==> src/rtl/keypad_matrix_scanner_pkg.sv <==
// Shared keypad types: scanner FSM states, per-frame scan result and the
// key-position to display-character map used by the edit logic.
package kp_pkg;

   typedef enum logic [1:0] {IDLE, DEB, HELD, REL} kp_state_t;

   typedef enum logic [1:0] {NONE, SINGLE, MULTI} frame_res_t;

   // Index = {row_idx, col_idx}; value = 5-bit display character code
   // (0-9 digits, A=10, b=11, C=12, d=13, E=14 for '*', F=15 for '#').
   localparam logic [4:0] KEY_MAP [16] = '{
      5'd1,  5'd2, 5'd3,  5'd10,
      5'd4,  5'd5, 5'd6,  5'd11,
      5'd7,  5'd8, 5'd9,  5'd12,
      5'd14, 5'd0, 5'd15, 5'd13
   };

endpackage

==> src/rtl/keypad_matrix_scanner_sync2.sv <==
// 4-bit two-flop synchroniser for asynchronous active-low inputs; resets to
// all-ones so an idle (pulled-up) line never looks pressed.
module sync2 (
   input  logic       clk,
   input  logic       reset,
   input  logic [3:0] d,
   output logic [3:0] q
);

   logic [3:0] meta;

   always_ff @(posedge clk) begin
      if (reset) begin
         meta <= 4'hF;
         q    <= 4'hF;
      end else begin
         meta <= d;
         q    <= meta;
      end
   end

endmodule

==> src/rtl/keypad_matrix_scanner.sv <==
// 4x4 keypad scanner: one active-low column per scan tick, per-frame hit
// accumulation, frame-level debounce FSM with optional auto-repeat.
module keypad_matrix_scanner #(
   parameter int DEBOUNCE_FRAMES = 3,
   parameter int REPEAT_FRAMES   = 0
) (
   input  logic       clk,
   input  logic       reset,
   input  logic       tick_scan,
   input  logic [3:0] row,
   output logic [3:0] col,
   output logic       key_valid,
   output logic [3:0] key_code,
   output logic       key_held,
   output logic       key_multi
);
   import kp_pkg::*;

   localparam logic [3:0] DEB_N = 4'(DEBOUNCE_FRAMES);
   localparam logic [7:0] REP_N = 8'(REPEAT_FRAMES);

   logic [3:0] row_s;
   logic [1:0] col_idx;
   logic [1:0] hit_q;
   logic [3:0] first_q;
   logic       frm_done;
   logic [1:0] frm_hits;
   logic [3:0] frm_code;
   logic       res_vld;
   frame_res_t res_type;
   logic [3:0] res_code;

   logic [3:0] low;
   logic [2:0] n_low;
   logic [2:0] sum;
   logic [1:0] low_idx;
   logic [1:0] acc_hits;
   logic [3:0] acc_code;

   sync2 u_sync (
      .clk   (clk),
      .reset (reset),
      .d     (row),
      .q     (row_s)
   );

   assign low = ~row_s;

   // Merge the current column into the running frame; count saturates at 2.
   always_comb begin
      n_low   = 3'($countones(low));
      low_idx = 2'd0;
      for (int r = 3; r >= 0; r--) begin
         if (low[r]) low_idx = 2'(r);
      end
      sum      = {1'b0, hit_q} + n_low;
      acc_hits = (sum >= 3'd2) ? 2'd2 : sum[1:0];
      acc_code = first_q;
      if (hit_q == 2'd0 && n_low != 3'd0) acc_code = {low_idx, col_idx};
   end

   always_ff @(posedge clk) begin
      if (reset) begin
         col       <= 4'b1110;
         col_idx   <= 2'd0;
         hit_q     <= 2'd0;
         first_q   <= 4'd0;
         frm_done  <= 1'b0;
         frm_hits  <= 2'd0;
         frm_code  <= 4'd0;
         res_vld   <= 1'b0;
         res_type  <= NONE;
         res_code  <= 4'd0;
         key_multi <= 1'b0;
      end else begin
         frm_done <= 1'b0;
         res_vld  <= frm_done;
         if (frm_done) begin
            res_type  <= (frm_hits == 2'd0) ? NONE :
                         (frm_hits == 2'd1) ? SINGLE : MULTI;
            res_code  <= frm_code;
            key_multi <= (frm_hits == 2'd2);
         end
         if (tick_scan) begin
            col_idx <= col_idx + 2'd1;
            col     <= ~(4'b0001 << (col_idx + 2'd1));
            if (col_idx == 2'd3) begin
               frm_hits <= acc_hits;
               frm_code <= acc_code;
               frm_done <= 1'b1;
               hit_q    <= 2'd0;
               first_q  <= 4'd0;
            end else begin
               hit_q    <= acc_hits;
               first_q  <= acc_code;
            end
         end
      end
   end

   kp_state_t  state_q, state_d;
   logic [3:0] cnt_q, cnt_d;
   logic [7:0] rep_q, rep_d;
   logic [3:0] cand_q, cand_d;
   logic [3:0] code_d;
   logic       valid_d;
   logic       got_single;
   logic       got_empty;
   logic       accept;

   // MULTI frames count as empty: only a lone key can press or hold.
   always_comb begin
      state_d    = state_q;
      cnt_d      = cnt_q;
      rep_d      = rep_q;
      cand_d     = cand_q;
      code_d     = key_code;
      valid_d    = 1'b0;
      accept     = 1'b0;
      got_single = res_vld && (res_type == SINGLE);
      got_empty  = res_vld && (res_type != SINGLE);
      case (state_q)
         IDLE: begin
            if (got_single) begin
               cand_d = res_code;
               if (DEB_N == 4'd1) begin
                  accept = 1'b1;
               end else begin
                  state_d = DEB;
                  cnt_d   = 4'd1;
               end
            end
         end
         DEB: begin
            if (got_single && res_code == cand_q) begin
               if (cnt_q + 4'd1 == DEB_N) accept = 1'b1;
               else                       cnt_d  = cnt_q + 4'd1;
            end else if (res_vld) begin
               state_d = IDLE;
               cnt_d   = 4'd0;
            end
         end
         HELD: begin
            if (got_empty) begin
               rep_d = 8'd0;
               if (DEB_N == 4'd1) begin
                  state_d = IDLE;
                  cnt_d   = 4'd0;
               end else begin
                  state_d = REL;
                  cnt_d   = 4'd1;
               end
            end else if (got_single && REP_N != 8'd0 && res_code == cand_q) begin
               if (rep_q + 8'd1 == REP_N) begin
                  valid_d = 1'b1;
                  rep_d   = 8'd0;
               end else begin
                  rep_d   = rep_q + 8'd1;
               end
            end
         end
         REL: begin
            if (got_empty) begin
               if (cnt_q + 4'd1 == DEB_N) begin
                  state_d = IDLE;
                  cnt_d   = 4'd0;
               end else begin
                  cnt_d   = cnt_q + 4'd1;
               end
            end else if (got_single) begin
               state_d = HELD;
            end
         end
         default: state_d = IDLE;
      endcase
      if (accept) begin
         code_d  = cand_d;
         valid_d = 1'b1;
         state_d = HELD;
         cnt_d   = 4'd0;
         rep_d   = 8'd0;
      end
   end

   always_ff @(posedge clk) begin
      if (reset) begin
         state_q   <= IDLE;
         cnt_q     <= 4'd0;
         rep_q     <= 8'd0;
         cand_q    <= 4'd0;
         key_code  <= 4'd0;
         key_valid <= 1'b0;
      end else begin
         state_q   <= state_d;
         cnt_q     <= cnt_d;
         rep_q     <= rep_d;
         cand_q    <= cand_d;
         key_code  <= code_d;
         key_valid <= valid_d;
      end
   end

   assign key_held = (state_q == HELD) || (state_q == REL);

endmodule

==> config.mk <==
export PLATFORM = sky130hd
export DESIGN_NAME = keypad_matrix_scanner
export DESIGN_NICKNAME = d
export VERILOG_FILES = /design/src/rtl/keypad_matrix_scanner_pkg.sv /design/src/rtl/keypad_matrix_scanner_sync2.sv /design/src/rtl/keypad_matrix_scanner.sv
export SDC_FILE = /design/constraint.sdc
export NUM_CORES = 1
export LEC_CHECK = 0
export BUFFER_PORTS_ARGS = -buffer_cell sky130_fd_sc_hd__buf_2
export CAP_MARGIN = 20
export CORE_MARGIN = 2
export CORE_UTILIZATION = 31
export CTS_CLUSTER_SIZE = 30
export DETAILED_ROUTE_END_ITERATION = 16
export GPL_ROUTABILITY_DRIVEN = 1
export SYNTH_ARGS = -nofsm -noshare
export SYNTH_HDL_FRONTEND = slang
export SYNTH_SLANG_ARGS = --single-unit
==> constraint.sdc <==
create_clock -name clk -period 2.3 [get_ports clk]
set_input_delay 0 -clock clk [delete_from_list [all_inputs] [get_ports clk]]
set_output_delay 0 -clock clk [all_outputs]
set_load 0.005 [all_outputs]
**Word level (Yosys, flattened, before mapping)**

Cells that the tools add are included.

- Reduce and logical (&&, ||, !) cells: 15
- Equal/unequal tests: 25
- Mux-type cells: 34
- Shift-type cells: 1
- Magnitude comparators: 1
- Bitwise gates (word level): 3
- Add/subtract/negate cells: 6

Operators by type and width:

| operator | count |
|---|---|
| $mux W4 | 11 |
| $mux W2 | 16 |
| $ne A3 B3 Y1 const B | 8 |
| $pmux W4 S4 | 1 |
| $reduce_and A6 Y1 | 2 |
| $ne A2 B2 Y1 const B | 5 |
| $eq A2 B2 Y1 const B | 4 |
| $ne A4 B4 Y1 const B | 2 |
| $not A4 Y4 | 2 |
| $pmux W2 S4 | 1 |
| $eq A2 B1 Y1 const B | 3 |
| $logic_not A2 Y1 | 3 |
| $mux W1 | 5 |
| $reduce_and A5 Y1 | 1 |
| $add A1 B1 Y2 | 2 |
| $add A4 B1 Y4 const B | 1 |
| $eq A4 B2 Y1 const B | 1 |
| $eq A4 B4 Y1 | 1 |
| $logic_and A1 B1 Y1 | 4 |
| $reduce_or A2 Y1 | 2 |
| $shl A1 B2 Y4 const A | 1 |
| $add A2 B2 Y3 | 1 |
| $add A2 B3 Y3 | 1 |
| $ge A3 B2 Y1 const B | 1 |
| other kinds (6) | 6 |

- Word-level logic and storage cells: 104
- Input bits: 7
- Register bits after elaboration: 50

**Depth between registers and ports, before layout**

- Depth after elaboration: 7
- Mapped depth: 9

**Cells and area by module**

From an unflattened synthesis, not the netlist that was laid out.

- Cells, all modules: 235
- Area, all modules: 2245.9 um2

By module, submodules not included:

| module | instances | sequential area each (um2) | area an instance (um2) | cells each |
|---|---|---|---|---|
| keypad_matrix_scanner | 1 | 840.8 | 2035.7 | 219 |
| sync2 | 1 | 160.2 | 210.2 | 16 |

**Worst setup path after synthesis**

No wires, ideal clock.

- Kind: register -> register
- Start: register u_sync.q[0]
- End: register first_q[3]
- Period minus slack after synthesis: 2.452 ns
- Buffers on the path: 0
- Path slack: -0.152 ns
- Required time: 2.172 ns
- Arrival time: 2.324 ns
- Library setup time: 0.128 ns
- Stages on the path, launching flop included: 10
- Path through: dfxtp_1 -> inv_1 -> fa_1 -> ha_1 -> ha_1 -> nor3_1 -> nor3_1 -> mux2_2 -> a22oi_1 -> nor2_1

- Cells in the longest elaborated chain, start to end: 7
- Elaborated cells on any way between the ends: 8
- Those cells by class: add/sub (2); mux (3); bitwise (1); reduce/logical (2)

RTL lines:

| element | line | RTL |
|---|---|---|
| from (decl) | keypad_matrix_scanner_sync2.sv:7 | `output logic [3:0] q` |
| from (signal assigned) | keypad_matrix_scanner_sync2.sv:18 | `q <= meta;` |
| $not A4 Y4 * | keypad_matrix_scanner.sv:47 | `assign low = ~row_s;` |
| $add A1 B1 Y2 (implied by the code) | keypad_matrix_scanner.sv:51 | `n_low = 3'($countones(low));` |
| $add A2 B2 Y3 (implied by the code) | keypad_matrix_scanner.sv:51 |  |
| $reduce_bool A3 Y1 | keypad_matrix_scanner.sv:59 | `if (hit_q == 2'd0 && n_low != 3'd0) acc_code = {low_idx, col_idx};` |
| $logic_and A1 B1 Y1 | keypad_matrix_scanner.sv:59 |  |
| $mux W4 * | keypad_matrix_scanner.sv:59 |  |
| $mux W4 * | keypad_matrix_scanner.sv:87 | `if (col_idx == 2'd3) begin` |
| to (signal assigned) | keypad_matrix_scanner.sv:95 | `first_q <= acc_code;` |
| to (decl) | keypad_matrix_scanner.sv:25 | `logic [3:0] first_q;` |

Mark *: on every way between the ends. The rest lies on a longest branch, timed or not.
A chain may end at the register's enable or synchronous reset.

**Final worst setup path**

- Start: register u_sync.q[0]
- End: register hit_q[0]

- Cells in the longest elaborated chain, start to end: 7

RTL lines:

| element | line | RTL |
|---|---|---|
| $not A4 Y4 * | keypad_matrix_scanner.sv:47 |  |
| $add A1 B1 Y2 (implied by the code) * | keypad_matrix_scanner.sv:51 |  |
| $add A2 B2 Y3 (implied by the code) * | keypad_matrix_scanner.sv:51 |  |
| $add A2 B3 Y3 * | keypad_matrix_scanner.sv:56 | `sum = {1'b0, hit_q} + n_low;` |
| $ge A3 B2 Y1 | keypad_matrix_scanner.sv:57 | `acc_hits = (sum >= 3'd2) ? 2'd2 : sum[1:0];` |
| $mux W2 * | keypad_matrix_scanner.sv:57 |  |
| $mux W2 * | keypad_matrix_scanner.sv:87 |  |
| to (signal assigned) | keypad_matrix_scanner.sv:94 | `hit_q <= acc_hits;` |
| to (decl) | keypad_matrix_scanner.sv:24 | `logic [1:0] hit_q;` |

Marks and branches as above.

==> flow_summary.toml <==
[outcome]
status = "completed"

[yosys]
async_reset_ff_share_pct = 0
synth_top_family_by_area = "simple AND/OR/NAND/NOR gates"
synthSimpleGateAreaFrac_pct = 22.9
synth_mux_area_share_pct = 5.06
synth_fp_nets = 273
ys_types = 41
synth_xor_area_share_pct = 2.31
yosysWarnings = 0
synth_edf_count = 0
ys.flop_type = "dfxtp_1"
yosysSeqAreaShare_pct = 44.0
synthAdderAreaFrac_pct = 7.26
syn_area_um2 = 2270
synth_seq_cells = 50
synth-compound-area-share_pct = 14.8
syn_avg_cell_area_um2 = 8.95
synthCells = 254

[cells_and_area]
multi_input_area_um2 = 1300
fillers = 731
layoutNonFillerInstCount = 381
ff_latch_area_um2 = 1000
diodes = 0
area_delta_synth_final_pct = 21.8
finalNetCount = 300
drive_above_1_share_pct = 25.2

[placed_design]
gp_congestion = 0.839
portBuffers = 17
dp.cells = 368
dp_hpwl_um = 3110

[timing]
tightest_slew_ns = 0.625
clock_skew_ns = 0.0116
fmax_mhz = 438
rsz0062_at_grt = "yes"
finalCritPeriodShare_pct = 99.3
tns_ns = 0
fin_crit_ns = 2.28
setup_viol = 0
slew_headroom_pct = 58.0
slew_violations = 0
hold_viol = 0

[detailed_routing]
viasPerCell = 4.65
dr.pass1.iters = 4
ant_nets = 0
wl_um = 4400
drc = 0
num_vias = 1773
wl_per_cell_um = 11.5
drt_iter0_drc = 45

[critical_path]
worst-r2r-setup-slack_ns = 0.02
ff2ff_path_depth = 9
crit_fanout = 3
critPathArrivalTime_ns = 2.48
crit_type = "reg -> reg"
worstReg2RegStart = "u_sync.q[0]$_SDFF_PP1_"
r2r-end = "hit_q[0]$_SDFFE_PP0P_"
worstSetupEndpointType = "flop"
start_kind = "flop"
critical_path_required_ns = 2.50

[power]
total_power_w = 0.00164
leakage_nw = 1.02
power_density_nw_per_um2 = 591
ir_drop_mv = 0.262

[clock_tree]
cts_made_buffers = 5
insertion_delay_ns = 0.31
root_buffer = "clkbuf_8"
clock_sinks = 50
ctsHtreeMaxLevel = 2
cts.path.max_buffers = 2
clk_pin_slew_ns = 0.10
tritoncts = "built"

[flow_run]
cap_violations = 0

[global_routing]
grt_overflow = 0
antenna_found_initial = 0
grt_pass1_vias = 1698
grt_max_degree = 40
grt_pass1_wl_um = 7640
track_usage_pct = 12.2

[die]
core_um2 = 7180
start_util_pct = 31.7
die_h_um = 89.6
rows = 31
io-pin-count = 18
dieArea_um2 = 8030
die-width_um = 89.6

[min_path]
holdPathEnd = "col[3]$_SDFFE_PP1P_"
hp-class = "in -> reg"
holdCritStartpoint = "reset"
holdPathStages = 3
area by class of cell:
cell class	instances	share of cell area [%]
Multi-Input combinational cell	183	47.0
Sequential cell	50	36.2
Timing Repair Buffer	32	7.50
Tap cell	99	4.47
Clock buffer	6	2.98
Inverter	9	1.22
Clock inverter	2	0.587
power by group:
group	switching [W]	total, W	internal [W]
clock	0.000296	0.000544	0.000248
sequential	0.0000228	0.000911	0.000888
combinational	0.0000903	0.000182	0.0000920
layout by cell type (no fill, tap or decap), types with 2 or more instances in the layout:
| master | count |
|---|---|
| dfxtp_1 | 48 |
| nor2_1 | 25 |
| nand2_1 | 20 |
| a21oi_1 | 17 |
| buf_2 | 17 |
| o21ai_0 | 13 |
| buf_4 | 11 |
| or2_2 | 10 |
| inv_1 | 7 |
| nand2b_1 | 7 |
| mux2i_1 | 7 |
| nor3_1 | 7 |
| ha_1 | 7 |
| nand3b_1 | 6 |
| clkbuf_8 | 6 |
| and2_1 | 5 |
| nand3_1 | 5 |
| xnor2_1 | 5 |
| a211oi_1 | 5 |
| dlygate4sd3_1 | 4 |
| mux2_2 | 3 |
| a32oi_1 | 3 |
| o211ai_1 | 3 |
| ha_4 | 3 |
| inv_2 | 2 |
| or3_1 | 2 |
| nor2b_1 | 2 |
| nor3b_1 | 2 |
| nor3_4 | 2 |
| a22oi_2 | 2 |
| dfxtp_2 | 2 |
sequential cells by signal (all words and copies together), names as in the netlist, 4 cells and up:
| signal | flops |
|---|---|
| u_sync.meta | 4 |
| cand_q | 4 |
| col | 4 |
| key_code | 4 |
| res_code | 4 |
| cnt_q | 4 |
| u_sync.q | 4 |
| first_q | 4 |
| frm_code | 4 |
how the worst max path moves through the flow:
stage,end,slack (ns),from
floorplan,hit_q[0]$_SDFFE_PP0P_,0.007,u_sync.q[0]$_SDFF_PP1_
global placement,hit_q[0]$_SDFFE_PP0P_,-0.03,u_sync.q[0]$_SDFF_PP1_
detailed placement,hit_q[0]$_SDFFE_PP0P_,-0.11,u_sync.q[0]$_SDFF_PP1_
CTS,frm_hits[0]$_SDFFE_PP0P_,-0.04,u_sync.q[3]$_SDFF_PP1_
global route,first_q[2]$_SDFFE_PP0P_,-0.1,u_sync.q[0]$_SDFF_PP1_
finish,hit_q[0]$_SDFFE_PP0P_,0.02,u_sync.q[0]$_SDFF_PP1_
kinds of logic after synthesis:
group | count (synthesis)
AND/OR/NAND/NOR | 101
AO/OA/AOI/OAI | 53
flip-flops | 50
buffers and inverters | 21
adder cells (fa/ha/maj) | 12
multiplexers | 11
XOR/XNOR | 6
layer usage:
metal | global-route usage [%] | share of wire, % | vias up
li1 | - | - | 937
met1 | 14.7 | 49 | 803
met2 | 21.0 | 46 | 26
met3 | 3.02 | 3.0 | 7
met4 | 4.21 | 1.4 | 0
met5 | 0 | 0 | -
worst max-delay path, stage by stage (launching register included):
cell     delay [ns]
dfxtp_2        0.34
inv_2          0.04
fa_1           0.52
ha_4           0.19
ha_4           0.23
fa_2           0.35
xor2_1         0.22
nor2_2         0.07
a32oi_1        0.17
nor2_1         0.05
synthesized netlist by cell type, types with 3 or more instances:
master / count / share of area (%)
nand2b_1: 7 / 1.9
mux2i_1: 7 / 3.1
nor3_1: 9 / 2.0
nand3_1: 5 / 1.1
or3_1: 3 / 0.83
clkbuf_1: 9 / 1.5
a21oi_1: 17 / 3.7
and2_1: 5 / 1.4
o211ai_1: 3 / 0.99
nand3b_1: 6 / 2.0
dfxtp_1: 50 / 44
ha_1: 10 / 5.5
or2_2: 10 / 2.8
inv_1: 9 / 1.5
nor2_1: 26 / 4.3
nand2_1: 21 / 3.5
a32oi_1: 3 / 1.2
a211oi_1: 5 / 1.7
xnor2_1: 5 / 1.9
o21ai_0: 14 / 3.1
mux2_2: 4 / 2.0
timing repair:
item | 4_1_cts | 5_1_grt
hold buffers | 4 | 0
buffers inserted | 0 | 1
endpoints found under the setup margin | 10 | 12
pin swaps | 8 | 6
endpoints found under the hold margin | 4 | 0
resized for setup | 11 | 9
stage by stage:
step,hold WS [ns],setup WS (ns),util (%),instance area (um2)
floorplan,0.104,0.00655,-,2300
global placement,0.181,-0.0295,35.4,2540
detailed placement,0.187,-0.108,35.4,2540
CTS,0.0374,-0.0382,38.0,2730
global route,0.0498,-0.0991,38.6,2770
finish,0.0185,0.0168,38.6,2770
(Power assumes the default switching activity.)
